[config.mk]
export PLATFORM = sky130hd
export DESIGN_NAME = tt_um_down_timer_flat
export DESIGN_NICKNAME = d
export VERILOG_FILES = /design/src/rtl/tt_um_down_timer_if.sv /design/src/rtl/tt_um_down_timer.sv /design/src/flat_wrapper.sv
export SDC_FILE = /design/constraint.sdc
export NUM_CORES = 1
export LEC_CHECK = 0
export CAP_MARGIN = 30
export CORE_AREA = 2 2 62 64
export CTS_CLUSTER_SIZE = 12
export DETAILED_ROUTE_END_ITERATION = 12
export DIE_AREA = 0 0 64 66
export PLACE_DENSITY = 0.73
export SLEW_MARGIN = 30
export SYNTH_ARGS = -nofsm -noshare
export SYNTH_HDL_FRONTEND = slang
export SYNTH_SLANG_ARGS = --single-unit
[constraint.sdc]
create_clock -name clk -period 2.71 [get_ports clk]
set_clock_uncertainty 0.1 [all_clocks]
set_input_delay 0.813 -clock clk [delete_from_list [all_inputs] [get_ports clk]]
set_output_delay 0.813 -clock clk [all_outputs]
set_load 0.02 [all_outputs]
[src/rtl/tt_um_down_timer_if.sv]
// Pin bundle for the down timer: reload value, control byte and the three output buses.
interface tt_um_down_timer_if;
    logic [7:0] ui_in;
    logic [7:0] uio_in;
    logic       ena;
    logic [7:0] uo_out;
    logic [7:0] uio_out;
    logic [7:0] uio_oe;

    modport master (
        output ui_in, uio_in, ena,
        input  uo_out, uio_out, uio_oe
    );

    modport slave (
        input  ui_in, uio_in, ena,
        output uo_out, uio_out, uio_oe
    );
endinterface

[src/rtl/tt_um_down_timer.sv]
// Prescaled 8-bit down timer with load/start/stop control and a terminal-count pulse.
// Define DOWN_TIMER_AUTORELOAD_EN for periodic reload; default build is one-shot.
//
// state | meaning
// IDLE  | stopped, load and start accepted
// RUN   | counting down on prescaler ticks
// DONE  | one-shot expired, count is 0
module tt_um_down_timer (
    input  logic                 clk,
    input  logic                 rst_n,
    tt_um_down_timer_if.slave    bus
);
    typedef enum logic [1:0] {
        IDLE = 2'd0,
        RUN  = 2'd1,
        DONE = 2'd2
    } state_t;

    state_t     state, state_nxt;
    logic [7:0] count, count_nxt;
    logic [7:0] reload, reload_nxt;
    logic [2:0] presc_cnt, presc_cnt_nxt;
    logic [1:0] presc_sel, presc_sel_nxt;
    logic       tc, tc_nxt;

    logic       load, start, stop, out_en;
    logic [1:0] p_in;
    logic [2:0] presc_mask;
    logic       tick;

    assign load   = bus.uio_in[0];
    assign start  = bus.uio_in[1];
    assign stop   = bus.uio_in[2];
    assign out_en = bus.uio_in[3];
    assign p_in   = bus.uio_in[5:4];

    logic unused_ok;
    assign unused_ok = &{1'b0, bus.ena, bus.uio_in[7:6]};

    always_comb begin
        presc_mask = 3'd0;
        case (presc_sel)
            2'd0:    presc_mask = 3'd0;
            2'd1:    presc_mask = 3'd1;
            2'd2:    presc_mask = 3'd3;
            default: presc_mask = 3'd7;
        endcase
    end

    assign tick = (state == RUN) && (presc_cnt == presc_mask);

    always_ff @(posedge clk or negedge rst_n) begin
        if (!rst_n) begin
            state     <= IDLE;
            count     <= 8'd0;
            reload    <= 8'd0;
            presc_cnt <= 3'd0;
            presc_sel <= 2'd0;
            tc        <= 1'b0;
        end else begin
            state     <= state_nxt;
            count     <= count_nxt;
            reload    <= reload_nxt;
            presc_cnt <= presc_cnt_nxt;
            presc_sel <= presc_sel_nxt;
            tc        <= tc_nxt;
        end
    end

    always_comb begin
        state_nxt     = state;
        count_nxt     = count;
        reload_nxt    = reload;
        presc_cnt_nxt = presc_cnt;
        presc_sel_nxt = presc_sel;
        tc_nxt        = 1'b0;
        case (state)
            IDLE, DONE: begin
                if (load) begin
                    reload_nxt = bus.ui_in;
                    count_nxt  = bus.ui_in;
                    state_nxt  = IDLE;
                end else if (start && (reload != 8'd0)) begin
                    presc_sel_nxt = p_in;
                    presc_cnt_nxt = 3'd0;
                    count_nxt     = reload;
                    state_nxt     = RUN;
                end
            end
            RUN: begin
                // stop wins over a coincident tick: count and prescaler freeze
                if (stop) begin
                    state_nxt = IDLE;
                end else begin
                    presc_cnt_nxt = tick ? 3'd0 : presc_cnt + 3'd1;
                    if (tick) begin
                        if (count > 8'd1) begin
                            count_nxt = count - 8'd1;
                        end else if (count == 8'd1) begin
                            tc_nxt = 1'b1;
`ifdef DOWN_TIMER_AUTORELOAD_EN
                            count_nxt = reload;
`else
                            count_nxt = 8'd0;
                            state_nxt = DONE;
`endif
                        end
                    end
                end
            end
            default: state_nxt = IDLE;
        endcase
    end

    assign bus.uo_out  = out_en ? count : 8'h00;
    assign bus.uio_out = {1'b0, (state == DONE), (state == RUN), tc, 4'b0000};
    assign bus.uio_oe  = 8'hF0;
endmodule

[src/flat_wrapper.sv]
// flat-port wrapper written by rule: the top's interface ports become plain ports
module tt_um_down_timer_flat 
  (clk, rst_n, bus_ui_in, bus_uio_in, bus_ena, bus_uo_out, bus_uio_out, bus_uio_oe);
  tt_um_down_timer_if bus_i ();
  input  logic clk;
  input  logic rst_n;
  input wire logic [$bits(bus_i.ui_in)-1:0] bus_ui_in;
  input wire logic [$bits(bus_i.uio_in)-1:0] bus_uio_in;
  input wire logic [$bits(bus_i.ena)-1:0] bus_ena;
  output wire logic [$bits(bus_i.uo_out)-1:0] bus_uo_out;
  output wire logic [$bits(bus_i.uio_out)-1:0] bus_uio_out;
  output wire logic [$bits(bus_i.uio_oe)-1:0] bus_uio_oe;
  assign bus_i.ui_in = bus_ui_in;
  assign bus_i.uio_in = bus_uio_in;
  assign bus_i.ena = bus_ena;
  assign bus_uo_out = bus_i.uo_out;
  assign bus_uio_out = bus_i.uio_out;
  assign bus_uio_oe = bus_i.uio_oe;
  tt_um_down_timer u_core (.clk(clk), .rst_n(rst_n), .bus(bus_i));
endmodule
==> out/metrics.cfg, run 1 <==
[timing]
finalHoldViolCount = 0
max_freq_mhz = 392.9
max_slew_margin = 0.5714
tns_ns = 0
rsz0062_at_grt = false
finalWorstSetupSlack_ns = 0.1648
period_needed_ns = 2.545
tightest_slew_ns = 0.6370
layout_worst_path_cycle_share = 0.9392
setup_viol = 0
drv_slew = 0

[global_routing]
grt_start_max_net_pins = 25
grt_pass1_vias = 1334
grt_pass1_wl_um = 6065
overflow = 0
grt_use_met2 = 0.3203
grtUsageTotal = 0.1827
busiest_layer = met2
met3_usage = 0.04089
grt_antenna_before_repair = 0
grt_util_met1 = 0.2213

[route]
via_count = 1368
avgRoutedWirePerCell_um = 14.57
firstDrtPassIters = 4
drc = 0
via_per_inst = 5.561
antenna_left = 0
drt_iter0_markers = 52
wirelength_um = 3584

[synth]
synthFlopType = dfrtp_1
syn_area_per_cell_um2 = 9.402
async_flop_share = 1.000
synth_area_leaders = dfrtp_1, mux2_2, buf_4, mux2i_1, and2_1
synth.top_cell.area_share = 0.3692
synth_edf_count = 0
synth_area_mm2 = 0.001627
ys_types = 44
netlist_instances = 173
post-synth-top-area-cell = dfrtp_1
synth_seq_cells = 24
yosys_warnings = 0
ys_seq_area_frac = 0.3692

[floorplan]
initial_core_util = 0.4581
rows = 22
die_width_um = 64
ios = 43
coreArea_mm2 = 0.003551
die-height_um = 66
die-area_mm2 = 0.004224

[clock_tree]
holdBufCountCts = 0
cts_num_sinks = 24
cts.path.max_buffers = 2
clk_latency_ns = 0.31
clkTransAtPathRegs_ns = 0.12
cts-root-buf = clkbuf_4
cts_tree = yes
h-tree-depth = 1
numCtsBuffers = 3

[layout]
mostFrequentLayoutCells = dfrtp_1, clkdlybuf4s50_1, nor2_1, mux2_2, conb_1
layout.cells.non_filler = 246
final_common_cell = dfrtp_1
antennaDiodeCount = 0
nNetsFinal = 222
final_cell_area_mm2 = 0.001908
syn_to_final_growth_pct = 17.31
drive_gt1_frac = 0.1465

[worst_setup_path]
worst_setup_path_end_kind = primary output
critPathKind = input port to primary output
worstPathRequired_ns = 1.80
critPathArrivalTime_ns = 1.63
crit_fanout = 8
start_kind = input port

[power]
p_leak_nw = 0.8431
power.total_mw = 1.441
power_density_mw_per_mm2 = 755.3
vdd_drop_max_mv = 0.4640

[placement]
hpwl_um = 2750
pre_cts_slack_ns = -0.4002
place.gp.congestion = 0.9222
dp.cells = 243
portBuffers = 26
place_area_mm2 = 0.001897

[outcome]
status = finished, final reports clean

[worst_hold_path]
hp-class = flop to flop

[job]
drv_cap = 0

## area by class of cell
class / instances / area [um2]
flip-flops and latches: 24 / 600.6
repair buffers: 31 / 286.5
inverters: 4 / 15.01
fillers: 329 / 1643
clock buffers: 3 / 22.52
well taps: 48 / 60.06
multi-input cells: 136 / 923.4
## registers in the layout, summed over array words and instances (netlist names)
name              cells
u_core.count          8
u_core.presc_cnt      3
u_core.presc_sel      2
u_core.reload         8
u_core.state          2
u_core.tc             1
## layer usage
layer	share of wire	routed length, um
met1	0.44	1572
met2	0.50	1782
met3	0.048	173
met4	0.015	55
met5	0	0
## kinds of logic after synthesis
kind of cell               Yosys count  synth area share
and+or+nand+nor                     66            0.2377
muxes                               22            0.1454
other                                2          0.004617
DFF                                 24            0.3692
buffers and inverters               24           0.08846
AOI/OAI and AO/OA                   31            0.1262
adders and majority gates            3           0.02308
xor gates and xnor gates             1          0.005386
## per-stage QoR
| stage | utilization | hold slack (ns) |
|---|---|---|
| 6_report | 0.5374 | 0.4556 |
| 4_1_cts | 0.5374 | 0.4580 |
| 3_3_place_gp | 0.5342 | 0.4154 |
| 2_1_floorplan | - | 0.3997 |
| 5_1_grt | 0.5374 | 0.4737 |
| 3_5_place_dp | 0.5342 | 0.4268 |
## path summary, 6_finish.rpt
path                                               from                      endpoint  slack [ns]  cells past startpoint
min                        u_core.reload[6]$_DFFE_PN0P_  u_core.reload[6]$_DFFE_PN0P_        0.46                      1
min reg2reg                u_core.reload[6]$_DFFE_PN0P_  u_core.reload[6]$_DFFE_PN0P_        0.46                      1
max                                       bus_uio_in[3]                 bus_uo_out[0]        0.16                      3
min in group asynchronous                         rst_n   u_core.state[1]$_DFFE_PN0P_        0.75                      2
max in group asynchronous                         rst_n   u_core.count[0]$_DFFE_PN0P_        1.53                      2
max reg2reg                 u_core.count[4]$_DFFE_PN0P_   u_core.count[1]$_DFFE_PN0P_        0.59                      5
## synthesized netlist by cell type (4+ instances only)
library cell	n
buf_4	14
clkbuf_1	5
mux2_2	13
nand2_1	8
a21oi_1	7
nor2_1	16
inv_1	4
mux2i_1	9
and2_1	10
nor3_1	5
o22ai_1	5
nor4_1	7
dfrtp_1	24
## critical path, cell delays in order
cell and delay (ns):
dlygate4sd2_1 0.31, and2_1 0.17, dlygate4sd2_1 0.34
## power by group
part / internal, mW / leakage (nW) / switching [mW]
registers: 0.457 / 0.297 / 0.130
clock network: 0.0520 / 0.0138 / 0.104
logic: 0.303 / 0.532 / 0.396
total: 0.812 / 0.843 / 0.629
## repair_timing
action,CTS,global route
buffers inserted,0,0
resized for setup,9,0
endpoints found under the hold margin,0,0
endpoints found under the setup margin,8,0
(Power assumes the default switching activity.)
==> run 2: changes to the inputs <==
--- a/config.mk
+++ b/config.mk
@@ -6,10 +6,10 @@
 export NUM_CORES = 1
 export LEC_CHECK = 0
 export CAP_MARGIN = 30
-export CORE_AREA = 2 2 62 64
+export CORE_AREA = 2 2 57 70
 export CTS_CLUSTER_SIZE = 12
 export DETAILED_ROUTE_END_ITERATION = 12
-export DIE_AREA = 0 0 64 66
+export DIE_AREA = 0 0 59 72
 export PLACE_DENSITY = 0.73
 export SLEW_MARGIN = 30
 export SYNTH_ARGS = -nofsm -noshare
==> out/metrics.cfg, run 2 (synthesis results as in run 1) <==
[outcome]
status = finished, final reports clean

[worst_hold_path]
hp-class = flop to flop
worstHoldStart = u_core.reload[6]$_DFFE_PN0P_
hold_depth = 1  ; unchanged
min_to = u_core.reload[6]$_DFFE_PN0P_

[layout]
antennaDiodeCount = 0  ; unchanged
final_common_cell = dfrtp_1
nFillCells = 327  ; -0.61%
nNetsFinal = 223  ; +0.45%
drive_gt1_frac = 0.1809  ; +0.03444
multi_input_area_um2 = 923.4  ; unchanged
reg_top3 = u_core.count: 8 flops, u_core.reload: 8 flops, u_core.presc_cnt: 3 flops
syn_to_final_growth_pct = 19.31
seq_area_um2 = 600.6  ; unchanged
mostFrequentLayoutCells = dfrtp_1, clkdlybuf4s50_1, nor2_1, mux2_2, conb_1

[timing]
period_needed_ns = 2.458  ; -0.08726 ns
drv_slew = 0  ; unchanged
whs_ns = 0.4484  ; -0.007214 ns
finalHoldViolCount = 0  ; unchanged
setup_viol = 0  ; unchanged
rsz0062_at_grt = false
max_freq_mhz = 406.8  ; +3.5%
max_slew_margin = 0.6003  ; +0.02890
layout_worst_path_cycle_share = 0.9070  ; -0.03220
tightest_slew_ns = 0.5982  ; -0.03877 ns

[worst_setup_path]
start_kind = input port
r2r_end = u_core.count[3]$_DFFE_PN0P_
r2r_cells = 5  ; unchanged
timing.rr.start = u_core.count[4]$_DFFE_PN0P_
critPathSlowestCell = dlygate4sd2_1
cpPeakStageDelay_ns = 0.29  ; -0.05 ns
worst_setup_path_end_kind = primary output
critPathArrivalTime_ns = 1.54  ; -0.09 ns
worstPathRequired_ns = 1.80  ; about the same
rrSetupSlack_ns = 0.58  ; about the same
cp_cell_sequence = dlygate4sd2_1, and2_1, clkdlybuf4s15_1
cp_top_family = buffers and inverters
critPathKind = input port to primary output
critPathBufInv = 2  ; unchanged
crit_fanout = 8  ; unchanged

[route]
antenna_left = 0  ; unchanged
avgRoutedWirePerCell_um = 15.15  ; +4.0%
drt_iter0_markers = 69  ; +33%
via_per_inst = 5.828  ; +4.8%
firstDrtPassIters = 4  ; unchanged
drc = 0  ; unchanged
via_count = 1387  ; +1.4%
wirelength_um = 3606  ; +0.61%

[floorplan]
die-area_mm2 = 0.004248  ; +0.57%
coreArea_mm2 = 0.003543  ; -0.21%
die-height_um = 72  ; +9.1%
rows = 24  ; +9.1%
initial_core_util = 0.4590  ; +0.0009706
die_width_um = 59  ; -7.8%
ios = 43  ; unchanged

[placement]
place.gp.congestion = 0.9774  ; +6.0%
hpwl_um = 2861  ; +4.1%
portBuffers = 26  ; unchanged

[global_routing]
overflow = 0  ; unchanged
grt_start_max_net_pins = 25  ; unchanged
grt_antenna_before_repair = 0  ; unchanged
busiest_layer = met2
grt_use_met2 = 0.3469  ; +0.02660
grt_util_met1 = 0.2087  ; -0.01260
grtUsageTotal = 0.1852  ; +0.002541
met3_usage = 0.02139  ; -0.01950
grt_pass1_vias = 1320  ; -1.0%
grt_pass1_wl_um = 6051  ; -0.23%

[clock_tree]
h-tree-depth = 1  ; unchanged
cts-root-buf = clkbuf_8
cts.path.max_buffers = 2  ; unchanged
clkTransAtPathRegs_ns = 0.08  ; -0.04 ns
cts_tree = yes
clk_latency_ns = 0.26  ; -0.05 ns
numCtsBuffers = 3  ; unchanged
cts_num_sinks = 24  ; unchanged
holdBufCountCts = 0  ; unchanged

[power]
power.total_mw = 1.526  ; +5.9%
vdd_drop_max_mv = 0.4109  ; -11%
power_density_mw_per_mm2 = 786.6  ; +4.1%
p_leak_nw = 0.8312  ; -1.4%

[job]
drv_cap = 0  ; unchanged

[run 2: worst register-to-register path, cell delays in order, from the launching register on]
cell and delay (ns):
dfrtp_1 0.48, or4_4 0.62, nor3_4 0.37, nor2_1 0.11, nor4_1 0.21, o22ai_1 0.11
[run 2: cell type report]
class / instances / share of cell area
tap: 39 / 0.02515
sequential: 24 / 0.3095
timing repair buffer: 32 / 0.1605
clock buffer: 3 / 0.02128
multi-input combinational: 136 / 0.4758
inverter: 4 / 0.007737
[run 2: layer usage]
metal	vias up	wire length, um
li1	653	-
met5	-	0
met1	662	1396
met4	0	106
met3	9	176
met2	63	1927
[run 2: what timing repair did]
item,in CTS,in global routing
gates resized for setup,23,0
buffers inserted,0,0
setup endpoints to repair,8,0
[run 2: power by group]
part	leakage, nW	internal, mW	total, mW	switching, mW
combinational	0.513	0.324	0.735	0.411
clock	0.0216	0.0992	0.206	0.107
sequential	0.297	0.458	0.585	0.128
[run 2: metrics by stage]
step	cells	util	instance area [um2]	setup WS (ns)	TNS, ns
3_3_place_gp	235	0.5343	1893	-0.3287	-2.544
2_1_floorplan	184	-	1668	0.6430	0
4_1_cts	238	0.5477	1941	0.2312	0
6_report	238	0.5477	1941	0.2520	0
3_5_place_dp	235	0.5343	1893	-0.3601	-2.760
5_1_grt	238	0.5477	1941	0.1820	0
[run 2: worst max path at each step]
stage                                     start              to  slack (ns)  cells after the start
floorplan           u_core.state[1]$_DFFE_PN0P_  bus_uio_out[5]        0.64                      4
global placement                  bus_uio_in[3]   bus_uo_out[4]       -0.33                      3
detailed placement                bus_uio_in[3]   bus_uo_out[4]       -0.36                      3
CTS                               bus_uio_in[3]   bus_uo_out[1]        0.23                      3
global route                      bus_uio_in[3]   bus_uo_out[6]        0.18                      3
finish                            bus_uio_in[3]   bus_uo_out[1]        0.25                      3
